===== config.mk =====
export PLATFORM = sky130hd
export DESIGN_NAME = rou_injector
export DESIGN_NICKNAME = d
export VERILOG_FILES = /design/src/rtl/rou_injector.sv
export SDC_FILE = /design/constraint.sdc
export NUM_CORES = 1
export LEC_CHECK = 0
export BUFFER_PORTS_ARGS = -buffer_cell sky130_fd_sc_hd__buf_2
export CAP_MARGIN = 20
export CELL_PAD_IN_SITES_DETAIL_PLACEMENT = 1
export CELL_PAD_IN_SITES_GLOBAL_PLACEMENT = 1
export CORE_MARGIN = 2
export CORE_UTILIZATION = 30
export CTS_CLUSTER_SIZE = 40
export DETAILED_ROUTE_END_ITERATION = 8
export PLACE_DENSITY_LB_ADDON = 0.25
export REMOVE_ABC_BUFFERS = 1
export SLEW_MARGIN = 25
export SYNTH_ARGS = -nofsm -noshare
export SYNTH_HDL_FRONTEND = slang
export SYNTH_SLANG_ARGS = --single-unit
export TNS_END_PERCENT = 20

===== constraint.sdc =====
create_clock -name clk -period 6.2 [get_ports clk]
set_clock_uncertainty 0.05 [all_clocks]
set_input_delay 0.31 -clock clk [delete_from_list [all_inputs] [get_ports clk]]
set_output_delay 0.31 -clock clk [all_outputs]
set_load 0.01 [all_outputs]

===== src/rtl/rou_injector.sv =====
// Local-master injection stage for a rou_switch2 input: in-order request FIFO,
// ring-bus message packing, read-credit limiting and sticky error reporting.
module rou_injector #(
   parameter int unsigned DWID  = 128,
   parameter int unsigned AWID  = 32,
   parameter int unsigned TWID  = 5,
   parameter int unsigned BWID  = (DWID == 512) ? 6 : (DWID == 256) ? 5 :
                                  (DWID == 128) ? 4 : (DWID == 64)  ? 3 : 2,
   parameter int unsigned WID   = 2 + DWID + AWID + BWID + TWID,
   parameter int unsigned DEPTH = 4,
   parameter int unsigned MAXRD = 4,
   parameter int unsigned TMO   = 255
) (
   input  logic                     clk,
   input  logic                     rst_n,
   input  logic                     softreset,
   input  logic                     req_valid,
   output logic                     req_ready,
   input  logic [1:0]               req_cmd,
   input  logic [TWID-1:0]          req_target,
   input  logic [AWID-1:0]          req_addr,
   input  logic [BWID-1:0]          req_size,
   input  logic [DWID-1:0]          req_data,
   output logic [WID-1:0]           rou_out,
   output logic                     rou_out_seen,
   input  logic [2:0]               ack_out,
   input  logic                     rsp_done,
   output logic [$clog2(MAXRD):0]   outstanding,
   output logic [$clog2(DEPTH):0]   fifo_count,
   output logic                     stall_err,
   output logic                     proto_err
);

   localparam int unsigned PW = (DEPTH > 1) ? $clog2(DEPTH) : 1;
   localparam int unsigned CW = $clog2(DEPTH) + 1;
   localparam int unsigned OW = $clog2(MAXRD) + 1;
   localparam int unsigned SW = $clog2(TMO + 1);

   logic [WID-1:0] r_mem [DEPTH];
   logic [PW-1:0]  r_wptr;
   logic [PW-1:0]  r_rptr;
   logic [CW-1:0]  r_count;
   logic [OW-1:0]  r_outstanding;
   logic [SW-1:0]  r_stall;
   logic           r_stall_err;
   logic           r_proto_err;

   logic [WID-1:0] w_msg;
   logic [WID-1:0] w_head;
   logic           w_head_rd;
   logic           w_present;
   logic           w_push;
   logic           w_pop;
   logic           w_rd_inc;
   logic           w_rd_dec;
   logic           w_ack_bad;
   logic           w_rsp_bad;
   logic [SW-1:0]  w_stall_nxt;
   logic           w_unused_ack;

   assign w_msg        = {req_data, req_size, req_addr, req_target, req_cmd};
   assign w_head       = r_mem[r_rptr];
   assign w_head_rd    = (w_head[1:0] == 2'd2);
   // A read at the head with no credit left holds the whole queue.
   assign w_present    = (r_count != '0) && !(w_head_rd && (r_outstanding == OW'(MAXRD)));
   assign req_ready    = (r_count < CW'(DEPTH));
   assign w_push       = req_valid && req_ready && (req_cmd != 2'd0);
   assign w_pop        = w_present && ack_out[0];
   assign w_rd_inc     = w_pop && w_head_rd;
   assign w_rd_dec     = rsp_done && (r_outstanding != '0);
   assign w_ack_bad    = ack_out[0] && !w_present;
   assign w_rsp_bad    = rsp_done && (r_outstanding == '0);
   assign w_unused_ack = &{1'b0, ack_out[2:1]};

   assign rou_out      = w_present ? w_head : '0;
   assign rou_out_seen = 1'b0;
   assign fifo_count   = r_count;
   assign outstanding  = r_outstanding;
   assign stall_err    = r_stall_err;
   assign proto_err    = r_proto_err;

   // Consecutive unacked presentation cycles, saturating at TMO.
   always_comb begin
      w_stall_nxt = '0;
      if (w_present && !ack_out[0]) begin
         w_stall_nxt = (r_stall == SW'(TMO)) ? r_stall : r_stall + SW'(1);
      end
   end

   always_ff @(posedge clk) begin
      if (w_push) begin
         r_mem[r_wptr] <= w_msg;
      end
   end

   always_ff @(posedge clk or negedge rst_n) begin
      if (!rst_n) begin
         r_wptr        <= '0;
         r_rptr        <= '0;
         r_count       <= '0;
         r_outstanding <= '0;
         r_stall       <= '0;
         r_stall_err   <= 1'b0;
         r_proto_err   <= 1'b0;
      end else if (softreset) begin
         r_wptr        <= '0;
         r_rptr        <= '0;
         r_count       <= '0;
         r_outstanding <= '0;
         r_stall       <= '0;
         r_stall_err   <= 1'b0;
         r_proto_err   <= 1'b0;
      end else begin
         if (w_push) begin
            r_wptr <= r_wptr + PW'(1);
         end
         if (w_pop) begin
            r_rptr <= r_rptr + PW'(1);
         end
         case ({w_push, w_pop})
            2'b10:   r_count <= r_count + CW'(1);
            2'b01:   r_count <= r_count - CW'(1);
            default: r_count <= r_count;
         endcase
         if (w_rd_inc && !w_rd_dec) begin
            r_outstanding <= r_outstanding + OW'(1);
         end else if (!w_rd_inc && w_rd_dec) begin
            r_outstanding <= r_outstanding - OW'(1);
         end
         r_stall <= w_stall_nxt;
         if (w_stall_nxt == SW'(TMO)) begin
            r_stall_err <= 1'b1;
         end
         if (w_ack_bad || w_rsp_bad) begin
            r_proto_err <= 1'b1;
         end
      end
   end

endmodule

==> results.cfg, run 1 <==
[routing]
drtIter0Drc = 646
vias = 13682
first_pass_iters = 4
totalWireLength_um = 64100
drc = 0
routedWlPerCell_um = 21.1
antenna_left = 0
via_per_inst = 4.52

[sta]
fmax_ghz = 0.260
fin_crit_sh = 0.619
slew_violations = 0
hold_viol_final = 0
worst_pin_slew_ns = 0.897
setup_viol = 0
worst_slack_ns = 2.36
fin_crit_ns = 3.84
grt_setup_unrepaired = no
relSlewSlack = 0.402

[clock_tree]
cts_max_level = 3
cts_buffer_depth = 3
path_clk_slew_ns = 0.06
clkLatencyLatePin_ns = 0.62
cts_tree = yes
cts_root_buf = clkbuf_16
cts.sinks = 704
cts_buffers = 79

[cells_and_area]
n_fill_cell = 8791
fin_area_mm2 = 0.0346
drive_gt1_frac = 0.363
mostFrequentLayoutCell = edfxtp_1
final_cell_mix = 684 x edfxtp_1, 356 x buf_2, 177 x nor2b_1
final_util = 0.386
area_delta_synth_final_pct = 28.0
final_cells = 3029
fin_nets = 1978

[critical_path]
cp_max_fo = 46
cp-end-kind = output port
regToRegSetupSlack_ns = 2.74
critical_path_class = reg -> out
cp_cell_sequence = mux4_2 -> a21bo_4 -> buf_4 -> nor2b_1 -> buf_2
cp_slowest_cell = dfrtp_4
cp-start-kind = flip-flop
worstPathRequired_ns = 5.84
slowest_delay_ns = 0.97
cp.arrival_ns = 3.48

[yosys]
yosys_warnings = 0
netlist_area_mm2 = 0.0270
syn_inst = 1225
yosys.cell_types.count = 45
avgSynthCellArea_um2 = 22.1
ys_seq_elements = 704
ys_seq_area_frac = 0.779

[die]
ioPinCount = 360
die_h_um = 304
start_util = 0.302
die_w_um = 304
fp-row-count = 110
core_mm2 = 0.0896
die_area_mm2 = 0.0925

[pwr]
powerDensity_mw_per_mm2 = 423
peakVddDrop_uv = 373
p_leak_uw = 0.0117
finalPower_uw = 14600

[place]
port_buffers = 356
post-place-ws_ns = 2.75
place_inst = 2710
hpwlAfterDp_um = 35900
gp_congestion = 0.687
place_area_mm2 = 0.0302

[global_route]
grt_max_degree = 99
antenna_found_initial = 9
grt_first_pass_wirelength_um = 96600
grt.total_usage = 0.139
grt.overflow.total = 0
grt_pass1_vias = 15514

[hold_path]
hold_path_class = in -> async

[status]
outcome = complete, no violations

[run]
cap_violations = 0
==> layout make-up <==
type | count | area [um2] | share of cell area
sequential | 704 | 21000 | 0.609
clock buffer | 100 | 2140 | 0.0619
antenna | 2 | 5.00 | 0.000145
multi-input combinational | 448 | 5700 | 0.165
clock inverter | 40 | 394 | 0.0114
timing repair buffer | 549 | 3780 | 0.109
tap | 1176 | 1470 | 0.0426
inverter | 10 | 37.5 | 0.00109
==> state kept, by name (all words and copies together), names as in the netlist <==
name,cells
proto_err,1
r_mem,684
r_wptr,2
fifo_count,3
r_rptr,2
outstanding,3
r_stall,8
stall_err,1
==> cell families (layout without fill, tap and decap cells) <==
family                   count (synthesis)  in the layout  share of synthesized area
other                                    1              3                   0.000139
flip-flops                             704            704                      0.779
multiplexers                           183            183                      0.148
AO/OA/AOI/OAI                           13             13                    0.00366
XOR/XNOR                                 7              7                    0.00227
buffers and inverters                   73            699                     0.0108
adder cells (fa/ha/maj)                  8              8                    0.00417
AND/OR/NAND/NOR                        236            236                     0.0525
==> through the flow <==
step	hold WS (ns)	setup TNS [ns]
2_1_floorplan	-0.0356	-729.34
3_3_place_gp	0.275	0
3_5_place_dp	0.276	0
4_1_cts	0.133	0
5_1_grt	0.188	0
6_report	0.170	0
==> worst max-delay path: cells and delay by family (launching register included) <==
kind	cells	cell delay, ns
DFF	1	0.97
AOI/OAI and AO/OA	1	0.54
muxes	1	0.43
and+or+nand+nor	1	0.16
buffers and inverters	2	0.73
==> synthesized netlist by cell type (all sizes together) <==
master / number / area share
edfxtp: 684 / 0.76
nor2b: 177 / 0.041
mux4: 172 / 0.14
clkbuf: 49 / 0.0068
nor2: 21 / 0.0029
dfrtp: 20 / 0.019
buf: 14 / 0.0026
inv: 10 / 0.0014
mux2i: 7 / 0.0026
nand3: 7 / 0.0013
nand2: 6 / 0.00083
xnor2: 6 / 0.0019
and2: 5 / 0.0012
ha: 5 / 0.0023
mux2: 4 / 0.0017
nor3: 4 / 0.00074
nor3b: 3 / 0.0010
o21ai: 3 / 0.00056
a21oi: 2 / 0.00051
and2b: 2 / 0.00056
and3: 2 / 0.00046
fa: 2 / 0.0015
nand2b: 2 / 0.00046
or3: 2 / 0.00046
a211oi: 1 / 0.00028
a21bo: 1 / 0.00037
a221oi: 1 / 0.00032
a31oi: 1 / 0.00023
a32o: 1 / 0.00037
and4b: 1 / 0.00037
conb: 1 / 0.00014
maj3: 1 / 0.00037
nand3b: 1 / 0.00028
nand4: 1 / 0.00023
nor4: 1 / 0.00046
o211a: 1 / 0.00037
o31ai: 1 / 0.00028
o32a: 1 / 0.00037
or2: 1 / 0.00023
xor2: 1 / 0.00032
==> power by group <==
part	switching [uW]	internal (uW)
Combinational	2400	1850
Sequential	164	5650
Clock	1840	2730
==> layer usage <==
layer	wire length, um	vias up	GRT usage
li1	-	6097	-
met1	26600	7193	0.169
met2	32400	291	0.239
met3	3760	91	0.0387
met4	1320	10	0.0429
met5	62	-	0
==> final timing paths <==
check | from | end | cells past startpoint
hold / removal | rst_n | r_stall[6] | 2
setup reg to reg | r_rptr[1] | proto_err | 6
min in group clk | req_valid | r_wptr[0] | 4
setup / recovery | r_rptr[1] | rou_out[141] | 5
max in group asynchronous | rst_n | r_rptr[1] | 2
hold reg to reg | stall_err | stall_err | 1
==> what timing repair did <==
action | in CTS | in global routing
buffers inserted | 0 | 0
hold endpoints to repair | 708 | 0
resized for setup | 0 | 0
hold buffers | 176 | 0
Power figures use the tool's default switching activity.
==> run 2: changes to the inputs <==
==> constraint.sdc (replaced) <==
create_clock -name clk -period 3.3 [get_ports clk]
set_clock_uncertainty 0.05 [all_clocks]
set_input_delay 0.165 -clock clk [delete_from_list [all_inputs] [get_ports clk]]
set_output_delay 0.165 -clock clk [all_outputs]
set_load 0.01 [all_outputs]
==> run 2 against run 1 <==
Non-clock buffer count rose by 22; routed wire length is 0.63% higher; first-iteration DRC count is 5.6% lower; flip-flop and latch count is the same.
==> results.cfg, run 2 (synthesis results as in run 1) <==
[critical_path]
critPathBufInv = 3
cp_cell_sequence = inv_2 -> mux4_2 -> a21bo_4 -> buf_12 -> nor2b_1 -> buf_2
regToRegSetupSlack_ns = 0.48
cp_slowest_cell = mux4_2
slowest_delay_ns = 0.61
path_delay_family = multiplexers
worstPathRequired_ns = 3.08
cp.arrival_ns = 2.95
cp-end-kind = output port
cp-start-kind = flip-flop
cp_max_fo = 92
critical_path_class = reg -> out

[pwr]
p_leak_uw = 0.0120
peakVddDrop_uv = 559
powerDensity_mw_per_mm2 = 805

[cells_and_area]
regMostFlops = r_mem
n_fill_cell = 8778
mostFrequentLayoutCell = edfxtp_1
area_delta_synth_final_pct = 29.8
final_cell_mix = 684 x edfxtp_1, 357 x buf_2, 177 x dlygate4sd3_1
largest_reg_flops = 684
final_cells = 3057
drive_gt1_frac = 0.374
top_regs = r_mem: 684 flops, r_stall: 8 flops
fin_nets = 2002

[sta]
grt_setup_unrepaired = no
fin_crit_ns = 3.16
relSlewSlack = 0.391
fmax_ghz = 0.316
worst_slack_ns = 0.136
fin_crit_sh = 0.959
slew_violations = 0
setup_viol = 0
worst_pin_slew_ns = 0.914
hold_viol_final = 0

[clock_tree]
cts.sinks = 704
cts_root_buf = clkbuf_16
cts_buffer_depth = 3
cts_max_level = 3
cts_tree = yes
clkLatencyLatePin_ns = 0.60
cts_buffers = 80
path_clk_slew_ns = 0.06

[die]
core_mm2 = 0.0896
start_util = 0.302
die_area_mm2 = 0.0925
ioPinCount = 360
die_h_um = 304
fp-row-count = 110
die_w_um = 304

[place]
post-place-ws_ns = 0.557
hpwlAfterDp_um = 37300
place_inst = 2728
gp_congestion = 0.686
port_buffers = 356

[global_route]
grt.total_usage = 0.141
grtUsageMet1 = 0.170
grt_pass1_vias = 15882
grt_max_degree = 93
top_usage_layer = met2
grt_first_pass_wirelength_um = 98700
grt_use_met3 = 0.0409
antenna_found_initial = 10
grtUsageMet2 = 0.243
grt.overflow.total = 0

[routing]
totalWireLength_um = 64500
vias = 13855
antenna_left = 0
via_per_inst = 4.53
routedWlPerCell_um = 21.1
first_pass_iters = 6
drtIter0Drc = 610
drc = 0

[hold_path]
hold_path_class = in -> async

[status]
outcome = complete, no violations

[run]
cap_violations = 0
## run 2: where the power goes
group | internal, uW | switching, uW | leakage [uW]
logic | 3640 | 4650 | 0.00414
clock network | 5630 | 3520 | 0.00133
registers | 10600 | 181 | 0.00651
## run 2: layer usage
metal / part of all wire / wire length (um) / vias up
met2: 0.51 / 32600 / 315
met3: 0.063 / 4090 / 110
met4: 0.023 / 1460 / 16
li1: - / - / 6160
met1: 0.41 / 26300 / 7254
met5: 0.0016 / 102 / -
## run 2: worst paths after layout
path / endpoint / from / cells past startpoint
max: rou_out[126] / r_rptr[0] / 6
max reg2reg: proto_err / r_rptr[0] / 6
min in group clk: fifo_count[2] / req_valid / 4
min reg2reg: stall_err / stall_err / 1
max in group asynchronous: r_rptr[1] / rst_n / 3
min: fifo_count[2] / rst_n / 3
## run 2: area by class of cell
type | count | area, um2 | area share
Multi-Input combinational cell | 449 | 5720 | 0.163
Antenna cell | 2 | 5.00 | 0.000143
Tap cell | 1176 | 1470 | 0.0420
Sequential cell | 704 | 21000 | 0.600
Timing Repair Buffer | 571 | 4080 | 0.116
Inverter | 10 | 37.5 | 0.00107
Clock inverter | 50 | 611 | 0.0174
Clock buffer | 95 | 2100 | 0.0599
## run 2: worst reg2reg max path, delay by kind of cell, from the launching register on
kind,cells,cell delay (ns)
simple gates,1,0.04
flops,1,0.51
buf+inv,2,0.67
compound gates,2,0.81
mux,1,0.61
## run 2: timing repair
action	in CTS	in global routing
gates cloned	0	1
setup endpoints to repair	88	96
resized for setup	2	3
hold endpoints to repair	716	0
setup buffers	0	3
hold buffers	178	0
## run 2: metrics by stage
stage,utilization,hold WS [ns],total power [uW],area [um2],setup TNS (ns)
after floorplan,-,-0.181,14800,26800,-2707.17
after global placement,0.341,0.114,19200,30500,0
after detailed placement,0.341,0.120,19200,30500,0
after CTS,0.391,0.0700,28800,35000,-1.31
after global routing,0.391,0.116,29700,35100,0
final,0.391,0.0998,28200,35100,0
==> run 3: changes to the inputs <==
--- a/config.mk
+++ b/config.mk
@@ -5,6 +5,7 @@
 export SDC_FILE = /design/constraint.sdc
 export NUM_CORES = 1
 export LEC_CHECK = 0
+export ABC_AREA = 1
 export BUFFER_PORTS_ARGS = -buffer_cell sky130_fd_sc_hd__buf_2
 export CAP_MARGIN = 20
 export CELL_PAD_IN_SITES_DETAIL_PLACEMENT = 1
==> run 3 against run 2 <==
Fmax increased by 1.6%; largest power group unchanged; synthesized area up 3.4%; first-iteration DRC count grew 43%; register-to-register slack better by 0.39 ns; synthesized cell count grew 79%; combinational power increased by 9.1%; highest routed layer unchanged.
==> results.cfg, run 3 <==
[yosys]
yosys_warnings = 0
post-synth-top-area-cell = edfxtp_1
syn_inst = 2194
yosys.cell_types.count = 33
synth_commonest_cells = 698 x nor2_1, 684 x edfxtp_1, 343 x o21ai_0, 93 x a21oi_1, 81 x a21oi_2
synth_top_area_share = 0.735
synth-main-ff-cell = edfxtp_1
synth_edf_count = 684
ys_top_cells_by_area = edfxtp_1 74%, nor2_1 9.4%, o21ai_0 6.1%
synthArstFlopShare = 0.0284
netlist_area_mm2 = 0.0279
ys_seq_area_frac = 0.753
synth_most_common_cell = nor2_1
ys_seq_elements = 704
avgSynthCellArea_um2 = 12.7

[place]
hpwlAfterDp_um = 44800
gp_congestion = 0.747
post-place-ws_ns = 0.658
port_buffers = 356
place_area_mm2 = 0.0313

[routing]
totalWireLength_um = 79600
drtIter0Drc = 870
via_per_inst = 4.65
routedWlPerCell_um = 19.7
first_pass_iters = 5
drc = 0
antenna_left = 0
vias = 18787

[pwr]
p_sw_frac = 0.346
pwr-share-comb = 0.317
pwr-share-clk = 0.305
powerDensity_mw_per_mm2 = 800
finalPower_uw = 28500
peakVddDrop_uv = 526
p_sw_uw = 9870
p_seq_frac = 0.379
p_leak_uw = 0.0128
p_int_uw = 18700

[die]
ioPinCount = 360
die_w_um = 309
die_area_mm2 = 0.0956
start_util = 0.304
fp-row-count = 111
core_mm2 = 0.0919
die_h_um = 309

[clock_tree]
cts_buffer_depth = 3
cts_tree = yes
cts_buffers = 82
cts.sinks = 704
clkLatencyLatePin_ns = 0.61
path_clk_slew_ns = 0.06
cts_root_buf = clkbuf_16
cts_max_level = 3

[sta]
fin_crit_sh = 0.943
worst_slack_ns = 0.187
hold_viol_final = 0
setup_viol = 0
slew_violations = 0
grt_setup_unrepaired = no
worst_pin_slew_ns = 1.09
fin_crit_ns = 3.11
fmax_ghz = 0.321
relSlewSlack = 0.276

[run]
cap_violations = 0

[global_route]
grt_first_pass_wirelength_um = 120000
grt_pass1_vias = 20315
grt.overflow.total = 0
grt.total_usage = 0.166
antenna_found_initial = 12
grt_max_degree = 174

[cells_and_area]
top_regs = r_mem: 684 flops, r_stall: 8 flops
drive_gt1_frac = 0.221
mostFrequentLayoutCell = nor2_1
largest_reg_flops = 684
n_fill_cell = 9874
regMostFlops = r_mem
fin_nets = 2909
fin_area_mm2 = 0.0357
final_cell_mix = 694 x nor2_1, 684 x edfxtp_1, 357 x buf_2
area_delta_synth_final_pct = 27.7

[critical_path]
critical_path_class = reg -> out
r2r_start = r_rptr[1]
worstPathRequired_ns = 3.08
cp-start-kind = flip-flop
startpoint = r_rptr[1]
rr_endpoint = proto_err
cp.arrival_ns = 2.90
regToRegSetupSlack_ns = 0.87
cp_max_fo = 22
endpoint = rou_out[167]
reg2reg_depth = 8
cp-end-kind = output port

[status]
outcome = complete, no violations

[hold_path]
hold_path_class = in -> async
run 3: kinds of logic (layout without fill, tap and decap cells):
logic type                 Yosys count  count (layout)  synth area share
adders and majority gates            7               7           0.00367
and+or+nand+nor                    786             786             0.109
other                                1               8          0.000134
DFF                                704             704             0.753
AOI/OAI and AO/OA                  525             525             0.105
xor gates and xnor gates             4               4           0.00125
buffers and inverters              167             760            0.0278
run 3: layout make-up:
type                       instances  area [um2]  share of cell area
antenna                            7        17.5            0.000491
timing repair buffer             580        4190               0.117
multi-input combinational       1323        6160               0.173
sequential                       704       21000               0.590
clock inverter                    49         395              0.0111
clock buffer                      99        2180              0.0611
tap                             1243        1560              0.0436
inverter                          32         138             0.00386
run 3: per-layer routing:
metal | wire [um] | vias to the layer above | GRT usage
met2 | 40600 | 330 | 0.295
li1 | - | 8842 | -
met3 | 3750 | 127 | 0.0393
met5 | 69 | - | 0
met4 | 1870 | 10 | 0.0494
met1 | 33400 | 9478 | 0.197
run 3: worst max-delay path, cell delays in order, from the launching register on:
cell and delay (ns):
dfrtp_4 0.64, inv_6 0.27, nand3_1 0.12, nand2_1 0.11
nand3_2 0.15, nand2_8 0.22, buf_12 0.23, buf_12 0.21
a21oi_1 0.08, buf_2 0.16
run 3: worst min path at each step:
stage	start	endpoint	slack [ns]	depth (start not counted)
global route	rst_n	outstanding[0]	0.15	3
floorplan	rst_n	fifo_count[0]	-0.18	0
global placement	rst_n	proto_err	0.10	1
CTS	req_data[13]	r_mem[0][56]	0.18	2
finish	rst_n	outstanding[0]	0.11	3
detailed placement	rst_n	outstanding[1]	0.11	1
run 3: repair_timing:
action	CTS	global route
hold buffers	178	0
gates resized for setup	1	1
endpoints found under the hold margin	723	0
pin swaps	0	0
buffers inserted	0	1
setup endpoints to repair	14	58
run 3: power groups by stage:
stage / combinational [uW] / clock [uW] / sequential [uW]
after floorplan: 3390 / 0 / 11400
final: 9030 / 8690 / 10800
after detailed placement: 9010 / 0 / 11000
after global routing: 10000 / 9280 / 10900
after CTS: 9250 / 8960 / 10800
after global placement: 8850 / 0 / 11000
run 3: metrics by stage:
step / utilization / cells / hold slack (ns) / TNS, ns
6_report: 0.388 / 4037 / 0.115 / 0
3_3_place_gp: 0.340 / 3702 / 0.105 / 0
2_1_floorplan: - / 2059 / -0.181 / -6154.97
5_1_grt: 0.388 / 4037 / 0.153 / 0
3_5_place_dp: 0.340 / 3702 / 0.114 / 0
4_1_cts: 0.387 / 4028 / 0.181 / 0
